--- src/rtl/lm_sm_decoder.sv ---
// lm_sm_decoder: consumer end of the load/store-multiple transfer path.
// Decodes the encoder's one-index-per-cycle stream into a one-hot register
// write enable, generates the matching sequential memory address, tracks
// serviced registers and pulses done when the whole list has been handled.
//
// Optional feature: define LMSM_DEC_CHECK_EN to reject out-of-list or repeated
// indices and expose a sticky err_o flag.
//
// Ports:
//   clk          clock, rising edge
//   reset        synchronous active-high reset
//   start_i      capture a new transfer (IDLE only)
//   inst_i       register list, bit i => register i transferred
//   base_i       address of the first element
//   idx_i        register index from the encoder
//   idx_en_i     idx_i valid this cycle
//   wr_onehot_o  combinational one-hot register write enable
//   addr_o       memory address of the current element
//   mask_o       registers serviced so far
//   count_o      elements accepted so far (0..8)
//   busy_o       high while ACTIVE
//   done_o       one-cycle completion pulse
//   err_o        sticky protocol error (LMSM_DEC_CHECK_EN only)
module lm_sm_decoder #(
  parameter int unsigned AW = 16
) (
  input  logic          clk,
  input  logic          reset,
  input  logic          start_i,
  input  logic [7:0]    inst_i,
  input  logic [AW-1:0] base_i,
  input  logic [2:0]    idx_i,
  input  logic          idx_en_i,
  output logic [7:0]    wr_onehot_o,
  output logic [AW-1:0] addr_o,
  output logic [7:0]    mask_o,
  output logic [3:0]    count_o,
  output logic          busy_o,
  output logic          done_o
`ifdef LMSM_DEC_CHECK_EN
  ,
  output logic          err_o
`endif
);

  localparam int unsigned NREG = 8;
  localparam int unsigned CW   = 4;

  typedef enum logic [1:0] {
    S_IDLE   = 2'd0,
    S_ACTIVE = 2'd1,
    S_DONE   = 2'd2
  } state_e;

  state_e          state_q, state_d;
  logic [NREG-1:0] target_q, target_d;
  logic [NREG-1:0] mask_q, mask_d;
  logic [AW-1:0]   addr_q, addr_d;
  logic [CW-1:0]   count_q, count_d;
  logic            busy_q, busy_d;
  logic            done_q, done_d;
  logic [NREG-1:0] idx_onehot;
  logic            accept;
`ifdef LMSM_DEC_CHECK_EN
  logic            err_q, err_d;
`endif

  assign idx_onehot = NREG'(1) << idx_i;

  // State and datapath registers
  always_ff @(posedge clk) begin
    if (reset) begin
      state_q  <= S_IDLE;
      target_q <= '0;
      mask_q   <= '0;
      addr_q   <= '0;
      count_q  <= '0;
      busy_q   <= 1'b0;
      done_q   <= 1'b0;
`ifdef LMSM_DEC_CHECK_EN
      err_q    <= 1'b0;
`endif
    end else begin
      state_q  <= state_d;
      target_q <= target_d;
      mask_q   <= mask_d;
      addr_q   <= addr_d;
      count_q  <= count_d;
      busy_q   <= busy_d;
      done_q   <= done_d;
`ifdef LMSM_DEC_CHECK_EN
      err_q    <= err_d;
`endif
    end
  end

  // Next-state, datapath update and combinational write enable
  always_comb begin
    state_d     = state_q;
    target_d    = target_q;
    mask_d      = mask_q;
    addr_d      = addr_q;
    count_d     = count_q;
    wr_onehot_o = '0;
    accept      = 1'b0;
`ifdef LMSM_DEC_CHECK_EN
    err_d       = err_q;
`endif

    case (state_q)
      S_IDLE: begin
        if (start_i) begin
          target_d = inst_i;
          addr_d   = base_i;
          mask_d   = '0;
          count_d  = '0;
`ifdef LMSM_DEC_CHECK_EN
          err_d    = 1'b0;
`endif
          state_d  = (inst_i == '0) ? S_DONE : S_ACTIVE;
        end
      end
      S_ACTIVE: begin
        if (idx_en_i) begin
`ifdef LMSM_DEC_CHECK_EN
          // Only indices in the list and not yet serviced are written
          accept = target_q[idx_i] & ~mask_q[idx_i];
          if (!accept) begin
            err_d = 1'b1;
          end
`else
          accept = 1'b1;
`endif
          if (accept) begin
            wr_onehot_o = idx_onehot;
            mask_d      = mask_q | idx_onehot;
            count_d     = count_q + CW'(1);
            addr_d      = addr_q + AW'(1);
            // Out-of-list bits are masked off so they never satisfy completion
            if (((mask_q | idx_onehot) & target_q) == target_q) begin
              state_d = S_DONE;
            end
          end
        end
      end
      S_DONE:  state_d = S_IDLE;
      default: state_d = S_IDLE;
    endcase
  end

  assign busy_d = (state_d == S_ACTIVE);
  assign done_d = (state_d == S_DONE);

  assign addr_o  = addr_q;
  assign mask_o  = mask_q;
  assign count_o = count_q;
  assign busy_o  = busy_q;
  assign done_o  = done_q;
`ifdef LMSM_DEC_CHECK_EN
  assign err_o   = err_q;
`endif

endmodule

--- config.mk ---
export PLATFORM = sky130hd
export DESIGN_NAME = lm_sm_decoder
export DESIGN_NICKNAME = d
export VERILOG_FILES = /design/src/rtl/lm_sm_decoder.sv
export SDC_FILE = /design/constraint.sdc
export NUM_CORES = 1
export LEC_CHECK = 0
export BUFFER_PORTS_ARGS = -buffer_cell sky130_fd_sc_hd__buf_2
export CORE_ASPECT_RATIO = 1.25
export CORE_MARGIN = 2
export CORE_UTILIZATION = 53
export CTS_BUF_LIST = sky130_fd_sc_hd__clkbuf_8
export DETAILED_ROUTE_END_ITERATION = 16
export HOLD_SLACK_MARGIN = 0.12
export PLACE_DENSITY = 0.79
export SKIP_CTS_REPAIR_TIMING = 1
export SLEW_MARGIN = 10
export SYNTH_ARGS = -nofsm -noshare
export SYNTH_HDL_FRONTEND = slang
export SYNTH_SLANG_ARGS = --single-unit
--- constraint.sdc ---
create_clock -name clk -period 1.89 [get_ports clk]
set_input_delay 0.378 -clock clk [delete_from_list [all_inputs] [get_ports clk]]
set_output_delay 0.378 -clock clk [all_outputs]
set_load 0.1 [all_outputs]
==> results of run 1 <==
-- power groups by stage --
| stage | logic, µW | registers (µW) | clock network, µW |
|---|---|---|---|
| 4_1_cts | 826 | 969 | 717 |
| 5_1_grt | 903 | 980 | 766 |
| 3_5_place_dp | 823 | 989 | 0 |
| 2_1_floorplan | 337 | 1290 | 0 |
| 3_3_place_gp | 809 | 985 | 0 |
| 6_report | 854 | 971 | 711 |
-- worst reg2reg max path: cells and delay by family, from the launching register on --
family | cells | cell delay (ns)
simple gates | 2 | 0.44
buf+inv | 3 | 0.57
flops | 1 | 0.36
compound gates | 2 | 0.25
-- layout make-up --
type	count	area, µm²
clock buffer	5	68.8
clock inverter	3	41.3
fill	285	917
inverter	8	30.0
multi-input combinational	198	1400
sequential	40	835
tap	56	70.1
timing repair buffer	99	708
-- worst paths after layout --
| kind | from | cells after the start | to | slack, ns |
|---|---|---|---|---|
| max | state_q[1] | 5 | wr_onehot_o[4] | -0.11 |
| min reg2reg | mask_o[6] | 1 | mask_o[6] | 0.47 |
| max reg2reg | state_q[0] | 7 | addr_o[10] | 0.14 |
| min | base_i[1] | 3 | addr_o[1] | 0.33 |
-- cell usage in the layout (no fill, tap or decap), drive strengths merged, types with 2 or more instances in the layout --
cell,netlist,final
nor3b,3,3
o21ai,13,13
and3b,2,2
a21oi,20,20
nand3,9,9
ha,2,2
nor3,12,12
nor4,5,5
nand2,16,16
a21o,5,5
nand3b,3,3
nand4,6,6
dfxtp,40,40
and2,5,5
clkbuf,5,5
nor4b,5,5
mux2i,7,7
o32ai,2,2
and3,5,5
buf,16,99
a32o,3,3
inv,8,9
xnor2,2,2
or2,2,2
nand2b,4,4
a2111oi,3,3
o31ai,3,3
or2b,2,2
nor2,23,23
and2b,3,3
or4,2,2
a211oi,5,5
and4,2,2
a31oi,4,4
o21a,8,8
a311oi,2,2
or3b,2,2
-- registers in the layout, indices dropped and copies added, names as in the netlist --
signal,flops
addr_o,16
mask_o,8
target_q,8
count_o,4
state_q,2
busy_o,1
done_o,1
-- kinds of logic (layout without fill, tap and decap cells) --
group | count (synthesis) | count (layout) | share of synthesized area, %
AO/OA/AOI/OAI | 73 | 73 | 22.4
multiplexers | 8 | 8 | 3.79
AND/OR/NAND/NOR | 113 | 113 | 29.7
XOR/XNOR | 2 | 2 | 0.780
adder cells (fa/ha/maj) | 2 | 2 | 1.11
buffers and inverters | 29 | 115 | 6.51
flip-flops | 40 | 40 | 35.6
-- layer usage --
metal	track usage [%]	vias to the layer above	routed length (µm)
met2	50.2	92	3460
li1	-	1155	-
met3	6.01	11	392
met5	0	-	0
met1	30.1	1174	2640
met4	10.9	0	100
-- metrics by stage --
stage,setup WS (ns),utilization [%]
CTS,-0.201,75.3
floorplan,-0.422,-
finish,-0.112,77.4
global route,-0.161,77.4
global placement,-0.00458,72.6
detailed placement,-0.0101,72.6
==> out/qor.yml, run 1 <==
status:
  status: "complete, but fails checks"
  violations: "negative setup slack"
clocking:
  clk_latency_ns: 0.30
  cts_root_buffer: "clkbuf_8"
  cts_tree: "done"
  cts_num_sinks: 40
  cts_max_path_buffers: 2
  path_clk_slew_ns: 0.08
  cts_buffers: 5
  htree_levels: 2
worst_setup_path:
  crit_slowest_cell: "dfxtp_4"
  worst-path-buf-inv: 2
  cp.arrival_ns: 1.62
  max_stage_delay_ns: 0.35
  worst_setup_path_end_kind: "primary output"
  critPathKind: "reg -> out"
  cp_cell_sequence: "buf_6 -> and3b_2 -> nand2_4 -> nor3_4 -> buf_12"
  cp_data_required_time_ns: 1.51
  critPathMaxFanout: 4
  critPathLaunchType: "flip-flop"
  cpLargestDelayFamily: "simple AND/OR/NAND/NOR gates"
power_and_ir_drop:
  finalPower_uw: 2540
  pwr-share-comb_pct: 33.7
  p_seq_share_pct: 38.3
  switchingPower_uw: 982
  internal_power_uw: 1550
  p_leak_uw: 0.00138
  powerDensity_nw_per_um2: 805
  p_sw_share_pct: 38.7
  power_frac_clock_pct: 28.0
  ir_drop_uv: 508
timing:
  timing.final.max_slew_violations: 0
  clock.fmax_mhz: 500
  period_needed_ns: 2.00
  tightest_slew_ns: 0.502
  fin_tns_setup_ns: -0.215
  setup_slack_ns: -0.112
  setup_viol_count_final: 4
  holdWs_ns: 0.329
  period_share_pct: 106
  skew_ns: 0.00407
  hold_violations: 0
  rsz0062_at_grt: "true"
  slew_headroom_pct: 66.7
cells_and_area:
  n_antenna_cell: 0
  area_delta_synth_final_pct: 40.1
  stdcell_count: 409
  fin_area_um2: 3150
  fin_nets: 385
  drive_gt1_share_pct: 41.9
global_route:
  grt_overflow_total: 0
  grt_pass1_vias: 2254
  antenna_found_initial: 0
  grtUsageTotal_pct: 27.3
  grt_max_degree: 24
  grt_first_pass_wirelength_mm: 10.5
placement:
  dp_hpwl_mm: 4.83
  dpl_cell_area_um2: 2950
  dp_cells: 394
  port_buffers: 68
  routabilityCongestion: 0.902
synth:
  synthesis.nets: 300
  synthCells: 267
  avgSynthCellArea_um2: 8.42
  synth_top_area_share_pct: 35.6
  yosysTopAreaCell: "dfxtp_1"
  synthArstFlopShare_pct: 0
  synth_common_cells: "40 x dfxtp_1, 22 x nor2_1, 20 x a21oi_1"
  yosys-top-cells-area: "dfxtp_1 36%, a21oi_1 4.5%, nor2_1 3.7%"
  yosysSeqAreaShare_pct: 35.6
  synth_edf_count: 0
  yosysMostFrequentCell: "dfxtp_1"
  ys.flop_type: "dfxtp_1"
  ys_warn_count: 0
  synth_cell_type_count: 55
  ys_seq_elements: 40
  syn_area_um2: 2250
floorplanning:
  io_pins: 69
  core_area_um2: 4070
  fp.dieW_um: 62.2
  row_count: 26
  die_h_um: 76.8
  start_util_pct: 55.3
  fp.dieArea_um2: 4780
drt:
  wl_per_cell_um: 16.1
  wl_mm: 6.59
  drtPass1Iterations: 4
  ant_nets: 0
  drc_errors: 0
  via_per_inst: 5.95
  vias: 2432
  drtIter0Drc: 244
min_path:
  hp-class: "in -> reg"
run:
  cap_violations: 0
(Power assumes the default switching activity.)
==> run 2, diff against run 1 <==
Settings changed: CORE_UTILIZATION 53 to 57, PLACE_DENSITY 0.79 to 0.84.
Clock period 1.89 ns to 2.52 ns, I/O delays scaled along.
==> out/qor.yml, run 2 (synthesis results as in run 1) <==
power_and_ir_drop:
  power_frac_clock_pct: 32.1  # was 28.0%
  pwr-share-comb_pct: 30.3  # was 33.7%
  p_sw_share_pct: 36.4  # was 38.7%
  internal_power_uw: 1220  # was 1550 µW
  powerDensity_nw_per_um2: 674  # was 805 nW/µm²
  switchingPower_uw: 698  # was 982 µW
  ir_drop_uv: 464  # was 508 µV
  p_seq_share_pct: 37.6  # was 38.3%
  p_leak_uw: 0.00121  # was 0.00138 µW
timing:
  tightest_slew_ns: 0.768  # was 0.502 ns
  timing.final.max_slew_violations: 0  # unchanged
  slew_headroom_pct: 48.8  # was 66.7%
  period_share_pct: 92.1
  rsz0062_at_grt: "false"  # was true
  period_needed_ns: 2.32
  skew_ns: 0.00625  # was 0.00407 ns
  hold_violations: 0  # unchanged
  clock.fmax_mhz: 431
  setup_viol_count_final: 0  # was 4
cells_and_area:
  final_common_cell: "buf_2"  # unchanged
  area_delta_synth_final_pct: 26.6  # was 40.1%
  final_core_util_pct: 75.1  # was 77.4%
  largest_reg_flops: 16  # unchanged
  fin_nets: 360  # was 385
  n_antenna_cell: 0  # unchanged
  drive_gt1_share_pct: 30.3  # was 41.9%
  most-common-layout-cells: "63 x buf_2, 40 x dfxtp_1, 20 x a21oi_1, 19 x nor2_1, 16 x nand2_1"  # was 60 x buf_2, 28 x buf_4, 21 x dfxtp_1, 20 x a21oi_1, 19 x nor2_1
  fin_area_um2: 2840  # was 3150 µm²
worst_setup_path:
  critPathMaxFanout: 13  # was 4
  critPathLaunchType: "flip-flop"  # unchanged
  critPathKind: "reg -> out"  # unchanged
  max_stage_delay_ns: 0.45  # was 0.35 ns
  cp.arrival_ns: 1.82  # was 1.62 ns
  cp_cell_sequence: "and3b_1 -> nand2_1 -> nor3_4 -> buf_2"  # was buf_6 -> and3b_2 -> nand2_4 -> nor3_4 -> buf_12
  cp_data_required_time_ns: 2.02  # was 1.51 ns
  crit_slowest_cell: "buf_2"  # was dfxtp_4
  worst_setup_path_end_kind: "primary output"  # unchanged
global_route:
  grt_max_degree: 36  # was 24
  grt_first_pass_wirelength_mm: 9.03  # was 10.5 mm
  grt_overflow_total: 0  # unchanged
  antenna_found_initial: 0  # unchanged
  grtUsageTotal_pct: 26.3  # was 27.3%
  grt_pass1_vias: 2027  # was 2,254
drt:
  drtPass1Iterations: 4  # unchanged
  ant_nets: 0  # unchanged
  drc_errors: 0  # unchanged
  wl_mm: 5.56  # was 6.59 mm
  wl_per_cell_um: 14.6  # was 16.1 µm
  drtIter0Drc: 86  # was 244
  via_per_inst: 5.93  # was 5.95
  vias: 2261  # was 2,432
floorplanning:
  core_area_um2: 3780  # was 4070 µm²
  start_util_pct: 59.4  # was 55.3%
  fp.dieW_um: 60.2  # was 62.2 µm
  io_pins: 69  # unchanged
  die_h_um: 74.2  # was 76.8 µm
  row_count: 25  # was 26
  fp.dieArea_um2: 4460  # was 4780 µm²
clocking:
  cts_root_buffer: "clkbuf_8"  # unchanged
  cts_max_path_buffers: 2  # unchanged
  clk_latency_ns: 0.29  # was 0.30 ns
  htree_levels: 2  # unchanged
  cts_num_sinks: 40  # unchanged
  path_clk_slew_ns: 0.08  # about the same
  cts_buffers: 5  # unchanged
  cts_tree: "done"  # unchanged
status:
  status: "complete, no violations"  # was complete, but fails checks
placement:
  dp_hpwl_mm: 4.12  # was 4.83 mm
  dpl_cell_area_um2: 2720  # was 2950 µm²
  routabilityCongestion: 0.912  # was 0.902
  port_buffers: 68  # unchanged
run:
  cap_violations: 0  # unchanged
min_path:
  hp-class: "in -> reg"  # unchanged
run 2: cell count changes in the layout (fill, tap and decap cells not counted), moves of 2 or more:
cell,delta
buf_4,-22
nor2_4,-3
nand2_4,-2
nand2_1,+2
dfxtp_2,-15
dfxtp_4,-4
buf_2,+3
buf_12,-3
nor2_2,+3
buf_6,-2
dfxtp_1,+19
run 2: final timing paths:
kind	startpoint	to	slack [ns]	cells after the start
worst max register to register	state_q[1]	addr_o[7]	0.54	5
worst max-delay path	state_q[1]	wr_onehot_o[4]	0.20	4
worst min-delay path	inst_i[1]	target_q[1]	0.46	3
worst min register to register	mask_o[6]	mask_o[6]	0.48	1
run 2: power groups by stage:
stage / logic, µW / clock network, µW / registers, µW
after floorplan: 247 / 0 / 956
after global placement: 573 / 0 / 734
after detailed placement: 580 / 0 / 734
after CTS: 582 / 624 / 720
after global routing: 619 / 643 / 728
final: 581 / 616 / 722
run 2: area by class of cell:
type / instances / area [µm²]
fill: 297 / 941
inverter: 8 / 30.0
sequential: 40 / 801
multi-input combinational: 198 / 1360
tap: 54 / 67.6
clock buffer: 5 / 68.8
clock inverter: 2 / 60.1
timing repair buffer: 74 / 460
run 2: through the flow:
stage	hold slack, ns	setup TNS (ns)	setup WS, ns	power [µW]	instances
final	0.458	0	0.198	1920	381
after global routing	0.461	0	0.104	1990	381
after CTS	0.456	0	0.176	1930	381
after global placement	0.458	0	0.305	1310	374
after detailed placement	0.466	0	0.274	1310	374
after floorplan	0.451	-0.212	-0.161	1200	267
run 2: metal layers:
layer / part of all wire [%] / track usage, % / vias to the layer above
met5: 0 / 0 / -
met4: 1.0 / 9.63 / 0
met3: 5.4 / 5.91 / 8
met2: 53 / 47.1 / 88
met1: 41 / 30.0 / 1060
li1: - / - / 1105
run 2: worst max-delay path, delay by kind of cell, from the launching register on:
kind | cells | cell delay (ns)
buffers and inverters | 1 | 0.45
AND/OR/NAND/NOR | 3 | 0.64
flip-flops | 1 | 0.44
==> run 3, diff against run 2 <==
Settings changed: CAP_MARGIN set to 10, PLACE_DENSITY 0.84 to 0.94.
==> out/qor.yml, run 3 (synthesis results as in run 1) <==
run:
  cap_violations: 0  # unchanged
placement:
  dp_hpwl_mm: 4.34  # was 4.12 mm
  dpl_cell_area_um2: 2720  # unchanged
  dp_slack_ns: 0.274  # about the same
  port_buffers: 68  # unchanged
  routabilityCongestion: 0.857  # was 0.912
floorplanning:
  core_area_um2: 3780  # unchanged
  die_h_um: 74.2  # unchanged
  row_count: 25  # unchanged
  io_pins: 69  # unchanged
  fp.dieW_um: 60.2  # unchanged
  start_util_pct: 59.4  # unchanged
  fp.dieArea_um2: 4460  # unchanged
timing:
  setup_viol_count_final: 0  # unchanged
  period_share_pct: 91.8  # was 92.1%
  hold_violations: 0  # unchanged
  slew_headroom_pct: 53.8  # was 48.8%
  skew_ns: 0.00755  # was 0.00625 ns
  fin_tns_setup_ns: 0  # unchanged
  rsz0062_at_grt: "false"  # unchanged
  tightest_slew_ns: 0.692  # was 0.768 ns
  timing.final.max_slew_violations: 0  # unchanged
  period_needed_ns: 2.31  # was 2.32 ns
  setup_slack_ns: 0.207  # was 0.198 ns
  clock.fmax_mhz: 432  # was 431 MHz
global_route:
  grt_overflow_total: 0  # unchanged
  grt_pass1_vias: 2074  # was 2,027
  grt_max_degree: 36  # unchanged
  grt_first_pass_wirelength_mm: 9.46  # was 9.03 mm
  antenna_found_initial: 0  # unchanged
  grtUsageTotal_pct: 27.9  # was 26.3%
worst_setup_path:
  r2r-end: "addr_o[11]"  # was addr_o[7]
  critPathKind: "reg -> out"  # unchanged
  cp_data_required_time_ns: 2.02  # about the same
  r2r_start: "state_q[0]"  # was state_q[1]
  reg2reg_depth: 5  # unchanged
  critPathLaunchType: "flip-flop"  # unchanged
  r2r_slack_ns: 0.63  # was 0.54 ns
  worst_setup_path_end_kind: "primary output"  # unchanged
  critPathMaxFanout: 9  # was 13
  cp.arrival_ns: 1.81  # was 1.82 ns
drt:
  drtIter0Drc: 122  # was 86
  via_per_inst: 5.95  # was 5.93
  wl_mm: 5.88  # was 5.56 mm
  ant_nets: 0  # unchanged
  drtPass1Iterations: 5  # was 4
  vias: 2272  # was 2,261
  wl_per_cell_um: 15.4  # was 14.6 µm
  drc_errors: 0  # unchanged
clocking:
  cts_root_buffer: "clkbuf_8"  # unchanged
  cts_max_path_buffers: 2  # unchanged
  cts_tree: "done"  # unchanged
  cts_buffers: 5  # unchanged
  path_clk_slew_ns: 0.08  # about the same
  cts_num_sinks: 40  # unchanged
  htree_levels: 2  # unchanged
  clk_latency_ns: 0.30  # was 0.29 ns
cells_and_area:
  largest_reg_flops: 16  # unchanged
  fin_area_um2: 2820  # was 2840 µm²
  drive_gt1_share_pct: 30.2  # was 30.3%
  final_core_util_pct: 74.6  # was 75.1%
  most-common-layout-cells: "63 x buf_2, 40 x dfxtp_1, 20 x a21oi_1, 19 x nor2_1, 16 x nand2_1"  # unchanged
  final_common_cell: "buf_2"  # unchanged
  fin_nets: 360  # unchanged
  n_antenna_cell: 0  # unchanged
  area_delta_synth_final_pct: 25.6  # was 26.6%
min_path:
  hold_start: "inst_i[1]"  # unchanged
  min_to: "target_q[1]"  # unchanged
  min_delay_path_depth: 3  # unchanged
  hp-class: "in -> reg"  # unchanged
power_and_ir_drop:
  p_leak_uw: 0.00121  # about the same
  ir_drop_uv: 396  # was 464 µV
  powerDensity_nw_per_um2: 648  # was 674 nW/µm²
status:
  status: "complete, no violations"  # unchanged
==> run 3: cell count changes in the layout (fill, tap and decap cells not counted) <==
| cell | delta |
|---|---|
| inv_1 | +1 |
| bufinv_16 | -1 |
| clkinv_2 | +1 |
==> run 3: area by class of cell <==
type | count | area, µm²
Multi-Input combinational cell | 198 | 1360
Fill cell | 304 | 962
Sequential cell | 40 | 801
Timing Repair Buffer | 74 | 460
Clock buffer | 5 | 68.8
Tap cell | 54 | 67.6
Clock inverter | 3 | 38.8
Inverter | 8 | 30.0
==> run 3: metal layers <==
metal / track usage, % / wire length, µm / vias up
met5: 0 / 0 / -
met4: 9.88 / 94 / 0
met3: 5.39 / 341 / 12
met2: 51.9 / 3190 / 96
met1: 30.7 / 2250 / 1069
li1: - / - / 1095
==> run 3: worst max path at each step <==
| stage | startpoint | endpoint | slack (ns) | cells after the start |
|---|---|---|---|---|
| after floorplan | idx_en_i | wr_onehot_o[3] | -0.16 | 4 |
| after global placement | idx_en_i | wr_onehot_o[1] | 0.31 | 5 |
| after detailed placement | idx_en_i | wr_onehot_o[1] | 0.27 | 5 |
| after CTS | state_q[1] | wr_onehot_o[4] | 0.21 | 4 |
| after global routing | state_q[0] | wr_onehot_o[1] | 0.1 | 4 |
| final | state_q[1] | wr_onehot_o[4] | 0.21 | 4 |
==> run 3: worst max-delay path, stage by stage, from the launching register on <==
cell and delay, ns:
dfxtp_1 0.39, and3b_1 0.35, nand2_1 0.15, nor3_4 0.16
buf_2 0.45
==> run 3: metrics by stage <==
stage	hold slack [ns]	power (µW)	cells
final	0.461	1830	382
after global routing	0.467	1910	382
after detailed placement	0.463	1320	374
after CTS	0.460	1830	382
after floorplan	0.451	1200	267
after global placement	0.457	1300	374
==> run 3: power breakdown <==
part / total (µW) / switching (µW) / internal [µW] / leakage (µW)
clock: 523 / 233 / 290 / 0.0000593
combinational: 582 / 429 / 154 / 0.000819
sequential: 724 / 48.2 / 676 / 0.000327
